==> src/rtl/fpu_pkg.sv <==
`default_nettype none
// +----------------------------------------------------------------------------+
// | Module   : fpu_pkg                                                         |
// | Brief    : Shared FPU types, field geometry and format macros.             |
// | Revision : 1.0 - initial release                                           |
// +----------------------------------------------------------------------------+

`ifndef EXP_SIZE
`define EXP_SIZE(b) (((b) == 64) ? 11 : (((b) == 16) ? 5 : 8))
`endif
`ifndef MANT_SIZE
`define MANT_SIZE(b) ((b) - `EXP_SIZE(b) - 1)
`endif
`ifndef BIAS_COEFF
`define BIAS_COEFF(b) ((1 << (`EXP_SIZE(b) - 1)) - 1)
`endif

package fpu_pkg;

  // Default word geometry; the unpacked operand struct is sized from these.
  localparam int FPU_BITNESS    = 32;
  localparam int FPU_GUARD_BITS = 3;
  localparam int EXP_W          = `EXP_SIZE(FPU_BITNESS);
  localparam int MANT_W         = `MANT_SIZE(FPU_BITNESS);
  localparam int EXP_IN_W       = EXP_W + 2;
  localparam int SIG_W          = MANT_W + 2 + FPU_GUARD_BITS;

  // Positions of the guard/round/sticky bits at the bottom of the significand.
  localparam int GUARD_IDX  = 2;
  localparam int ROUND_IDX  = 1;
  localparam int STICKY_IDX = 0;

  // State encodings, kept as plain constants for legacy tooling.
  localparam logic [2:0] S_IDLE  = 3'd0;
  localparam logic [2:0] S_NORM  = 3'd1;
  localparam logic [2:0] S_ROUND = 3'd2;
  localparam logic [2:0] S_PACK  = 3'd3;
  localparam logic [2:0] S_HOLD  = 3'd4;

  typedef enum logic [2:0] {
    ST_IDLE  = S_IDLE,
    ST_NORM  = S_NORM,
    ST_ROUND = S_ROUND,
    ST_PACK  = S_PACK,
    ST_HOLD  = S_HOLD
  } Norm_state_t;

  typedef struct packed {
    logic                       sign;
    logic signed [EXP_IN_W-1:0] exponent;
    logic        [SIG_W-1:0]    significand;
  } Unpacked_t;

endpackage

`default_nettype wire

==> src/rtl/fpu_normalize_round_if.sv <==
`default_nettype none
// +----------------------------------------------------------------------------+
// | Module   : fpu_normalize_round_if                                          |
// | Brief    : Upstream/downstream handshake bundle of the normalize stage.    |
// | Revision : 1.0 - initial release                                           |
// +----------------------------------------------------------------------------+

interface fpu_normalize_round_if
  import fpu_pkg::*;
#(
  parameter int bitness    = FPU_BITNESS,
  parameter int guard_bits = FPU_GUARD_BITS
);
  localparam int IF_EXP_W = `EXP_SIZE(bitness) + 2;
  localparam int IF_SIG_W = `MANT_SIZE(bitness) + 2 + guard_bits;

  logic                       input_rdy;
  logic                       input_ack;
  logic                       in_sign;
  logic signed [IF_EXP_W-1:0] in_exponent;
  logic        [IF_SIG_W-1:0] in_significand;
  logic                       in_bypass;
  logic        [bitness-1:0]  in_bypass_value;
  logic                       output_rdy;
  logic                       output_ack;
  logic        [bitness-1:0]  result;
  logic                       overflow;
  logic                       underflow;
  logic                       inexact;

  // Producer/consumer side (arithmetic core and result sink).
  modport master (
    output input_rdy, in_sign, in_exponent, in_significand, in_bypass,
           in_bypass_value, output_ack,
    input  input_ack, output_rdy, result, overflow, underflow, inexact
  );

  // Normalize/round stage side.
  modport slave (
    input  input_rdy, in_sign, in_exponent, in_significand, in_bypass,
           in_bypass_value, output_ack,
    output input_ack, output_rdy, result, overflow, underflow, inexact
  );
endinterface

`default_nettype wire

==> src/rtl/fpu_normalize_round_round_rne.sv <==
`default_nettype none
// +----------------------------------------------------------------------------+
// | Module   : fpu_round_rne                                                   |
// | Brief    : Round-to-nearest-even of a normalized significand using G/R/S.  |
// | Revision : 1.0 - initial release                                           |
// +----------------------------------------------------------------------------+

module fpu_round_rne
  import fpu_pkg::*;
#(
  parameter int mant_w = MANT_W
) (
  input  wire logic [mant_w:0] significand,
  input  wire logic [2:0]      grs,
  output logic      [mant_w:0] rounded,
  output logic                 carry,
  output logic                 inexact
);
  logic w_incr;

  // Increment above half an ulp, or at exactly half when the LSB is odd.
  always_comb begin
    w_incr           = grs[GUARD_IDX] & (grs[ROUND_IDX] | grs[STICKY_IDX] | significand[0]);
    {carry, rounded} = {1'b0, significand} + (mant_w + 2)'(w_incr);
    inexact          = |grs;
  end
endmodule

`default_nettype wire

==> src/rtl/fpu_normalize_round.sv <==
`default_nettype none
// +----------------------------------------------------------------------------+
// | Module   : fpu_normalize_round                                             |
// | Brief    : Iterative normalize, RNE round, bias and pack of FPU results,   |
// |            with overflow/underflow/inexact status and special bypass.      |
// | Revision : 1.0 - initial release                                           |
// +----------------------------------------------------------------------------+

module fpu_normalize_round
  import fpu_pkg::*;
#(
  parameter int bitness    = FPU_BITNESS,
  parameter int guard_bits = FPU_GUARD_BITS
) (
  input wire logic             clock,
  input wire logic             reset,
  fpu_normalize_round_if.slave bus
);
  localparam int E_W = `EXP_SIZE(bitness);
  localparam int M_W = `MANT_SIZE(bitness);
  localparam int B_C = `BIAS_COEFF(bitness);
  localparam int X_W = E_W + 2;
  localparam int S_W = M_W + 2 + guard_bits;
  localparam int HID = S_W - 2;
  localparam int CRY = S_W - 1;
  localparam logic signed [X_W-1:0] EXP_ALL_ONES = X_W'((1 << E_W) - 1);

  Norm_state_t         r_state;
  Unpacked_t           r_op;
  logic                r_input_ack;
  logic                r_output_rdy;
  logic [bitness-1:0]  r_result;
  logic                r_overflow;
  logic                r_underflow;
  logic                r_inexact;
  logic                r_round_inexact;

  logic [M_W:0]        w_rounded;
  logic                w_round_carry;
  logic                w_round_inexact;
  logic [S_W-1:0]      w_shift_right;
  logic signed [X_W-1:0] w_biased;
  logic                w_sig_zero;

  fpu_round_rne #(.mant_w(M_W)) u_round (
    .significand (r_op.significand[HID -: M_W + 1]),
    .grs         (r_op.significand[GUARD_IDX:STICKY_IDX]),
    .rounded     (w_rounded),
    .carry       (w_round_carry),
    .inexact     (w_round_inexact)
  );

  // Right shift keeps the dropped bit alive in sticky; bias is applied at full signed width.
  always_comb begin
    w_shift_right = {1'b0, r_op.significand[CRY:1]} | S_W'(r_op.significand[STICKY_IDX]);
    w_biased      = $signed(r_op.exponent) + $signed(X_W'(B_C));
    w_sig_zero    = (r_op.significand == '0);
  end

  // Control FSM plus the working operand, result and status registers.
  always_ff @(posedge clock) begin
    if (!reset) begin
      r_state         <= ST_IDLE;
      r_op            <= '0;
      r_input_ack     <= 1'b0;
      r_output_rdy    <= 1'b0;
      r_result        <= '0;
      r_overflow      <= 1'b0;
      r_underflow     <= 1'b0;
      r_inexact       <= 1'b0;
      r_round_inexact <= 1'b0;
    end else begin
      r_input_ack <= 1'b0;
      case (r_state)
        ST_IDLE: begin
          if (bus.input_rdy) begin
            r_input_ack          <= 1'b1;
            r_op.sign            <= bus.in_sign;
            r_op.exponent        <= bus.in_exponent;
            r_op.significand     <= bus.in_significand;
            r_round_inexact      <= 1'b0;
            if (bus.in_bypass) begin
              // Specials are already packed; output_rdy rises on the next edge in HOLD.
              r_result    <= bus.in_bypass_value;
              r_overflow  <= 1'b0;
              r_underflow <= 1'b0;
              r_inexact   <= 1'b0;
              r_state     <= ST_HOLD;
            end else begin
              r_state <= ST_NORM;
            end
          end
        end
        ST_NORM: begin
          if (r_op.significand[CRY]) begin
            r_op.significand <= w_shift_right;
            r_op.exponent    <= r_op.exponent + X_W'(1);
          end else if (!r_op.significand[HID] && !w_sig_zero) begin
            r_op.significand <= {r_op.significand[CRY-1:0], 1'b0};
            r_op.exponent    <= r_op.exponent - X_W'(1);
          end else begin
            r_state <= ST_ROUND;
          end
        end
        ST_ROUND: begin
          // A carry out of the hidden bit leaves 10.00..0, renormalized by one right shift.
          r_op.significand <= {1'b0,
                               w_round_carry ? {1'b1, w_rounded[M_W:1]} : w_rounded,
                               {guard_bits{1'b0}}};
          if (w_round_carry) begin
            r_op.exponent <= r_op.exponent + X_W'(1);
          end
          r_round_inexact <= w_round_inexact;
          r_state         <= ST_PACK;
        end
        ST_PACK: begin
          if (w_sig_zero) begin
            r_result    <= {r_op.sign, {(bitness-1){1'b0}}};
            r_overflow  <= 1'b0;
            r_underflow <= 1'b0;
            r_inexact   <= r_round_inexact;
          end else if (w_biased >= EXP_ALL_ONES) begin
            r_result    <= {r_op.sign, {E_W{1'b1}}, {M_W{1'b0}}};
            r_overflow  <= 1'b1;
            r_underflow <= 1'b0;
            r_inexact   <= 1'b1;
          end else if (w_biased[X_W-1] || (w_biased == '0)) begin
            // No subnormal support: anything at or below the minimum exponent flushes to zero.
            r_result    <= {r_op.sign, {(bitness-1){1'b0}}};
            r_overflow  <= 1'b0;
            r_underflow <= 1'b1;
            r_inexact   <= 1'b1;
          end else begin
            r_result    <= {r_op.sign, w_biased[E_W-1:0], r_op.significand[HID-1 -: M_W]};
            r_overflow  <= 1'b0;
            r_underflow <= 1'b0;
            r_inexact   <= r_round_inexact;
          end
          r_output_rdy <= 1'b1;
          r_state      <= ST_HOLD;
        end
        ST_HOLD: begin
          if (!r_output_rdy) begin
            r_output_rdy <= 1'b1;
          end else if (bus.output_ack) begin
            r_output_rdy <= 1'b0;
            r_state      <= ST_IDLE;
          end
        end
        default: r_state <= ST_IDLE;
      endcase
    end
  end

  assign bus.input_ack  = r_input_ack;
  assign bus.output_rdy = r_output_rdy;
  assign bus.result     = r_result;
  assign bus.overflow   = r_overflow;
  assign bus.underflow  = r_underflow;
  assign bus.inexact    = r_inexact;
endmodule

`default_nettype wire
==> src/flat_wrapper.sv <==
// flat-port wrapper written by rule: the top's interface ports become plain ports
module fpu_normalize_round_flat import fpu_pkg::*;
#(
  parameter int bitness    = FPU_BITNESS,
  parameter int guard_bits = FPU_GUARD_BITS
)
  (clock, reset, bus_input_rdy, bus_in_sign, bus_in_exponent, bus_in_significand, bus_in_bypass, bus_in_bypass_value, bus_output_ack, bus_input_ack, bus_output_rdy, bus_result, bus_overflow, bus_underflow, bus_inexact);
  fpu_normalize_round_if #(.bitness(bitness), .guard_bits(guard_bits)) bus_i ();
  input wire logic clock;
  input wire logic reset;
  input wire logic [$bits(bus_i.input_rdy)-1:0] bus_input_rdy;
  input wire logic [$bits(bus_i.in_sign)-1:0] bus_in_sign;
  input wire logic [$bits(bus_i.in_exponent)-1:0] bus_in_exponent;
  input wire logic [$bits(bus_i.in_significand)-1:0] bus_in_significand;
  input wire logic [$bits(bus_i.in_bypass)-1:0] bus_in_bypass;
  input wire logic [$bits(bus_i.in_bypass_value)-1:0] bus_in_bypass_value;
  input wire logic [$bits(bus_i.output_ack)-1:0] bus_output_ack;
  output wire logic [$bits(bus_i.input_ack)-1:0] bus_input_ack;
  output wire logic [$bits(bus_i.output_rdy)-1:0] bus_output_rdy;
  output wire logic [$bits(bus_i.result)-1:0] bus_result;
  output wire logic [$bits(bus_i.overflow)-1:0] bus_overflow;
  output wire logic [$bits(bus_i.underflow)-1:0] bus_underflow;
  output wire logic [$bits(bus_i.inexact)-1:0] bus_inexact;
  assign bus_i.input_rdy = bus_input_rdy;
  assign bus_i.in_sign = bus_in_sign;
  assign bus_i.in_exponent = bus_in_exponent;
  assign bus_i.in_significand = bus_in_significand;
  assign bus_i.in_bypass = bus_in_bypass;
  assign bus_i.in_bypass_value = bus_in_bypass_value;
  assign bus_i.output_ack = bus_output_ack;
  assign bus_input_ack = bus_i.input_ack;
  assign bus_output_rdy = bus_i.output_rdy;
  assign bus_result = bus_i.result;
  assign bus_overflow = bus_i.overflow;
  assign bus_underflow = bus_i.underflow;
  assign bus_inexact = bus_i.inexact;
  fpu_normalize_round #(.bitness(bitness), .guard_bits(guard_bits)) u_core (.clock(clock), .reset(reset), .bus(bus_i));
endmodule
==> config.mk <==
export PLATFORM = sky130hd
export DESIGN_NAME = fpu_normalize_round_flat
export DESIGN_NICKNAME = d
export VERILOG_FILES = /design/src/rtl/fpu_pkg.sv /design/src/rtl/fpu_normalize_round_if.sv /design/src/rtl/fpu_normalize_round_round_rne.sv /design/src/rtl/fpu_normalize_round.sv /design/src/flat_wrapper.sv
export SDC_FILE = /design/constraint.sdc
export NUM_CORES = 1
export LEC_CHECK = 0
export ABC_AREA = 1
export CORE_MARGIN = 2
export CORE_UTILIZATION = 50
export CTS_CLUSTER_DIAMETER = 40
export DETAILED_ROUTE_END_ITERATION = 16
export HOLD_SLACK_MARGIN = 0.05
export PLACE_DENSITY = 0.78
export SYNTH_ARGS = -nofsm -noshare
export SYNTH_HDL_FRONTEND = slang
export SYNTH_SLANG_ARGS = --single-unit
==> constraint.sdc <==
create_clock -name clock -period 5.9 [get_ports clock]
set_clock_uncertainty 0.05 [all_clocks]
set_input_delay 1.18 -clock clock [delete_from_list [all_inputs] [get_ports clock]]
set_output_delay 1.18 -clock clock [all_outputs]
set_load 0.01 [all_outputs]
==> flow_summary.json, run 1 <==
{
  "status": "finished clean",
  "grt_pass1_wl_um": 26600,
  "first_pass_iters": 5,
  "antenna_left": 0,
  "overflow": 0,
  "powerDensity_mw_per_mm2": 479,
  "vias_per_cell": 5.53,
  "hpwl_um": 12200,
  "p_leak_nw": 2.79,
  "ys_ff_latch": 80,
  "syn_avg_cell_area_um2": 6.44,
  "cp_cell_sequence": "clkdlybuf4s50_1 > nor2_1 > inv_1 > nand2_2 > inv_1 > o21ai_0 > a21oi_2",
  "antenna_found_initial": 0,
  "setup_viol": 0,
  "cp_slowest_stage_delay_ns": 0.77,
  "ir_drop_uv": 265,
  "worstSetupEndpointType": "flip-flop",
  "multiInputGateArea_mm2": 0.00342,
  "hold_depth": 2,
  "final_cell_area_mm2": 0.00686,
  "netlist_area_mm2": 0.00556,
  "ys.flop_type": "dfxtp_1",
  "synthesis.instances": 864,
  "async_flop_share_pct": 0,
  "cpLargestDelayFamily": "buffers and inverters",
  "p_int_mw": 1.61,
  "cp_max_fo": 36,
  "maxCapViolCount": 0,
  "clockBufferDepth": 2,
  "critical_path_buf_inv_count": 3,
  "dieArea_mm2": 0.0120,
  "ys_types": 52,
  "htreeDepth": 3,
  "hold_buffers": 0,
  "cts_buffers": 9,
  "tns_ns": 0,
  "first_global_vias": 5349,
  "num_vias": 6042,
  "drv_slew": 0,
  "wire_per_inst_um": 15.4,
  "area_delta_synth_final_pct": 23.3,
  "io-pin-count": 113,
  "max_freq_mhz": 319,
  "dpl_cell_area_mm2": 0.00665,
  "total_power_mw": 3.29,
  "start_kind": "input port",
  "p_sw_share_pct": 51.0,
  "worstMarginPinSlew_ns": 0.808,
  "clockRootBuffer": "clkbuf_8",
  "die_h_um": 109,
  "synth-edff-count": 0,
  "seqCellArea_mm2": 0.00160,
  "syn_nets": 945,
  "critPathSlowestCell": "inv_1",
  "cts_resized": 0,
  "finalHoldViolations": 0,
  "p_comb_share_pct": 55.7,
  "fp.coreArea_mm2": 0.0108,
  "timing.hold.ws_ns": 0.420,
  "cts_tree": "built",
  "io_buffers": 112,
  "worstRegToRegCells": 8,
  "fillCellCount": 1024,
  "drt-initial-drc-count": 648,
  "timing.max_slew.rel_slack_pct": 46.1,
  "initial_core_util_pct": 51.3,
  "hp-class": "flip-flop to flip-flop",
  "clock_sinks": 80,
  "routabilityCongestion": 0.925,
  "cts.clk_slew.worst_paths_ns": 0.09,
  "num_rows": 38,
  "insertion_delay_ns": 0.38,
  "critPathMostFrequentCell": "inv_1",
  "nNetsFinal": 1028,
  "routed_wl_um": 16800,
  "switchingPower_mw": 1.68,
  "grt_max_degree": 69,
  "rsz0062_at_grt": "false",
  "arrival_ns": 3.39,
  "yosysWarnings": 0,
  "ys_seq_area_share_pct": 28.8,
  "crit_required_ns": 6.16,
  "cp_num_cells": 7,
  "seqPwrFrac_pct": 30.6,
  "finalCriticalPeriod_ns": 3.13,
  "p_clk_share_pct": 13.7,
  "postCtsSetupBuffers": 0,
  "fin_crit_sh_pct": 53.1,
  "route.detailed.drc": 0,
  "grtUsageTotal_pct": 28.5,
  "n_antenna_cell": 0,
  "drive_above_1_share_pct": 10.2,
  "critical_path_class": "input port to flip-flop",
  "die_x_um": 109
}
-- worst min-delay path, delay by kind of cell (launching register included) --
family | cells | cell delay [ns]
compound gates | 1 | 0.05
simple gates | 1 | 0.06
flops | 1 | 0.32
-- flip-flops by register name, summed over array words and instances (netlist names) --
name                    cells
u_core.bus.inexact          1
u_core.bus.underflow        1
u_core.bus.result          32
u_core.bus.output_rdy       1
u_core.bus.overflow         1
u_core.r_round_inexact      1
u_core.bus.input_ack        1
u_core.r_op                39
u_core.r_state              3
-- power by group through the flow --
| stage | registers (mW) | logic [mW] | clock network, mW |
|---|---|---|---|
| after floorplan | 0.959 | 1.36 | 0 |
| after global placement | 1.01 | 1.78 | 0 |
| after detailed placement | 1.01 | 1.80 | 0 |
| after CTS | 1.00 | 1.81 | 0.455 |
| after global routing | 1.04 | 2.03 | 0.474 |
| final | 1.01 | 1.83 | 0.449 |
-- layout by cell type, fill, tap and decap left out, types with 2 or more instances in the layout --
cell type        Yosys  final
xor2_1              18     18
clkbuf_8             0     11
nand3b_1             2      2
nor3_1              14     14
o21ai_0            102    102
nand2_1            199    199
o21ai_1              6      6
nand2_4              5      5
a21oi_1             66     66
nor4_1               2      2
ha_1                 5      5
a211oi_1             2      2
a31oi_1             12     12
nand2_2             11     11
nor3_2               2      2
inv_1               66     66
buf_4                1      3
clkinv_4             0      4
nor2_2               8      8
nand3_2              2      2
o211ai_1             6      6
inv_2               12     12
clkdlybuf4s50_1      0    112
a22oi_1              2      2
nor2_1             105    105
a21oi_2             20     20
dfxtp_1             80     80
nor2_4               5      5
nand4_1             19     19
nand3_1             30     30
nor2_8               2      2
-- cell usage after synthesis, drive strengths merged, types with 2 or more instances --
cell / number / area (um2)
nor4: 2 / 12.5
ha: 5 / 62.6
o21ai: 109 / 549
nand2: 215 / 872
nor3: 17 / 106
nor2: 120 / 541
a22oi: 2 / 15.0
nand3: 33 / 188
buf: 18 / 139
inv: 79 / 299
nand4: 21 / 153
o211ai: 6 / 45.0
a21oi: 87 / 522
clkbuf: 25 / 97.6
a31oi: 12 / 75.1
dfxtp: 80 / 1600
a211oi: 3 / 27.5
nand3b: 2 / 15.0
xor2: 19 / 174
-- metal layers --
metal	vias to the layer above	GRT usage, %	part of all wire [%]
met5	-	0	0
met4	0	7.96	1.7
met3	23	6.16	9.6
met2	280	42.6	42
li1	3021	-	-
met1	2718	41.2	46
-- cell families (layout without fill, tap and decap cells) --
| logic type | after synthesis | after routing | synth area share [%] |
|---|---|---|---|
| AO/OA/AOI/OAI | 224 | 224 | 22.9 |
| AND/OR/NAND/NOR | 412 | 412 | 34.1 |
| adder cells (fa/ha/maj) | 5 | 5 | 1.12 |
| buffers and inverters | 123 | 211 | 9.72 |
| flip-flops | 80 | 80 | 28.8 |
| XOR/XNOR | 20 | 20 | 3.28 |
-- stage by stage --
| stage | setup slack, ns | util (%) | std cells |
|---|---|---|---|
| global route | 2.54 | 63.3 | 1092 |
| global placement | 2.44 | 61.3 | 1076 |
| CTS | 2.78 | 63.3 | 1092 |
| floorplan | 3.74 | - | 864 |
| detailed placement | 2.38 | 61.3 | 1076 |
| finish | 2.77 | 63.3 | 1092 |
-- layout make-up --
cell class	instances	area share (%)
Multi-Input combinational cell	661	49.9
Inverter	80	4.43
Clock inverter	5	0.948
Sequential cell	80	23.3
Tap cell	140	2.55
Timing Repair Buffer	115	16.7
Clock buffer	11	2.21
-- worst paths after layout --
| check | to | start | slack, ns |
|---|---|---|---|
| min reg2reg | u_core.r_op[38] | u_core.r_op[38] | 0.42 |
| max reg2reg | u_core.bus.result[19] | u_core.r_state[2] | 3.21 |
| min | u_core.r_op[38] | u_core.r_op[38] | 0.42 |
| max | u_core.bus.result[16] | bus_input_rdy | 2.77 |
Power figures use the tool's default switching activity.
==> run 2: changes to the inputs <==
Clock period 5.9 ns to 3.3 ns, I/O delays scaled along.
==> run 2 against run 1 <==
Compared with the run above:
- cell area grew 1.1%
- die area stayed put
- register-to-register slack lost 2.4 ns
- largest cell class unchanged
==> flow_summary.json, run 2 (same netlist as run 1, synthesis figures left out) <==
{
  "clock_sinks": 80,
  "seqPwrFrac_pct": 29.7,
  "fillCellCount": 1047,
  "utilization_pct": 64.0,
  "drt-initial-drc-count": 598,
  "postCtsSetupBuffers": 0,
  "fin_crit_sh_pct": 74.7,
  "status": "finished clean",
  "dieArea_mm2": 0.0120,
  "clockRootBuffer": "clkbuf_8",
  "crit_start": "u_core.r_op[28]",
  "cts.clk_slew.worst_paths_ns": 0.09,
  "max_freq_mhz": 406,
  "overflow": 0,
  "grt_max_degree": 40,
  "worstSetupEndpointType": "flip-flop",
  "largest_reg_flops": 39,
  "die_x_um": 109,
  "finalCriticalPeriod_ns": 2.47,
  "p_comb_share_pct": 54.9,
  "seqCellArea_mm2": 0.00160,
  "final_cell_mix": "199 x nand2_1, 112 x clkdlybuf4s50_1, 105 x nor2_1",
  "powerDensity_mw_per_mm2": 874,
  "arrival_ns": 2.70,
  "r2r_start": "u_core.r_op[28]",
  "switchingPower_mw": 3.02,
  "first_global_vias": 5424,
  "io_buffers": 112,
  "critPathSlowestCell": "dfxtp_1",
  "setup_viol": 0,
  "p_leak_nw": 2.83,
  "worstRegToRegCells": 12,
  "cp_cell_sequence": "inv_2 > ha_1 > nand2_1 > nor2_1 > nand3_1 > nand2_1 > nand2_1 > nand2_1 > nand4_2 > inv_2 > nand2_1 > a21oi_2",
  "ir_drop_uv": 432,
  "p_sw_share_pct": 49.8,
  "cts_resized": 0,
  "die_h_um": 109,
  "tns_ns": 0,
  "worstMarginPinSlew_ns": 0.777,
  "routed_wl_um": 16900,
  "reg2reg_to": "u_core.bus.result[3]",
  "insertion_delay_ns": 0.36,
  "drv_slew": 0,
  "p_clk_share_pct": 15.3,
  "cts_tree": "built",
  "route.detailed.drc": 0,
  "cts_buffers": 9,
  "hold_buffers": 0,
  "num_rows": 38,
  "hp-class": "flip-flop to flip-flop",
  "dp_slack_ns": 0.740,
  "initial_core_util_pct": 51.3,
  "p_int_mw": 3.04,
  "layout.cells.most_common": "nand2_1",
  "grt_pass1_wl_um": 26600,
  "clockBufferDepth": 2,
  "hpwl_um": 12200,
  "timing.max_slew.rel_slack_pct": 48.1,
  "antenna_found_initial": 0,
  "drive_above_1_share_pct": 10.7,
  "fp.coreArea_mm2": 0.0108,
  "fin_ws_ns": 0.834,
  "io-pin-count": 113,
  "start_kind": "flip-flop",
  "routabilityCongestion": 0.943,
  "critPathMostFrequentCell": "nand2_1",
  "wire_per_inst_um": 15.4,
  "regMostFlops": "u_core.r_op",
  "antenna_left": 0,
  "num_vias": 6176,
  "area_delta_synth_final_pct": 24.7,
  "ff2ff_setup_slack_ns": 0.83,
  "multiInputGateArea_mm2": 0.00342,
  "maxCapViolCount": 0,
  "htreeDepth": 3,
  "grtUsageTotal_pct": 28.2,
  "rsz0062_at_grt": "false",
  "vias_per_cell": 5.63,
  "nNetsFinal": 1033,
  "n_antenna_cell": 0,
  "finalHoldViolations": 0,
  "endpoint": "u_core.bus.result[3]",
  "first_pass_iters": 5,
  "cp_max_fo": 23,
  "cp_slowest_stage_delay_ns": 0.42,
  "crit_required_ns": 3.54,
  "critical_path_class": "flip-flop to flip-flop"
}
==> run 2: cell count changes in the layout (fill, tap and decap cells not counted), sizes merged <==
cell      delta
clkinvlp     +1
inv          +1
clkbuf       -1
buf          +5
clkinv       -3
bufinv       +2
==> run 2: layout make-up <==
cell class              instances  area share, %
multi-input cells             661           49.3
flip-flops and latches         80           23.1
repair buffers                120           17.0
inverters                      80           4.38
well taps                     140           2.53
clock buffers                  10           1.98
clock inverters                 6           1.66
==> run 2: power groups by stage <==
stage | sequential, mW | clock (mW) | combinational (mW)
6_report | 1.80 | 0.931 | 3.33
5_1_grt | 1.86 | 0.973 | 3.70
4_1_cts | 1.79 | 0.936 | 3.28
3_5_place_dp | 1.81 | 0 | 3.26
3_3_place_gp | 1.80 | 0 | 3.22
2_1_floorplan | 1.71 | 0 | 2.44
==> run 2: worst min-delay path by stage <==
stage                           end  depth (start not counted)             from  slack, ns
floorplan           u_core.r_op[38]                          2  u_core.r_op[38]       0.39
global placement    u_core.r_op[38]                          2  u_core.r_op[38]       0.40
detailed placement  u_core.r_op[38]                          2  u_core.r_op[38]       0.40
CTS                 u_core.r_op[38]                          2  u_core.r_op[38]       0.42
global route        u_core.r_op[38]                          2  u_core.r_op[38]       0.43
finish              u_core.r_op[38]                          2  u_core.r_op[38]       0.42
==> run 2: through the flow <==
stage,instances,hold slack [ns],power [mW],cell area [um2]
floorplan,864,0.390,4.15,5560
global placement,1081,0.401,5.02,6680
detailed placement,1081,0.403,5.06,6680
CTS,1097,0.416,6.00,6940
global route,1097,0.435,6.54,6940
finish,1097,0.416,6.06,6940
==> run 2: critical path, delay by kind of cell (launching register included) <==
| family | cells | cell delay, ns |
|---|---|---|
| buffers and inverters | 2 | 0.46 |
| flip-flops | 1 | 0.42 |
| adder cells (fa/ha/maj) | 1 | 0.29 |
| AND/OR/NAND/NOR | 8 | 1.02 |
| AO/OA/AOI/OAI | 1 | 0.14 |
==> run 2: per-layer routing <==
metal / vias to the layer above / part of all wire [%] / global-route usage (%)
li1: 3028 / - / -
met1: 2804 / 46 / 39.5
met2: 322 / 44 / 45.2
met3: 22 / 9.0 / 3.79
met4: 0 / 1.4 / 8.14
met5: - / 0 / 0
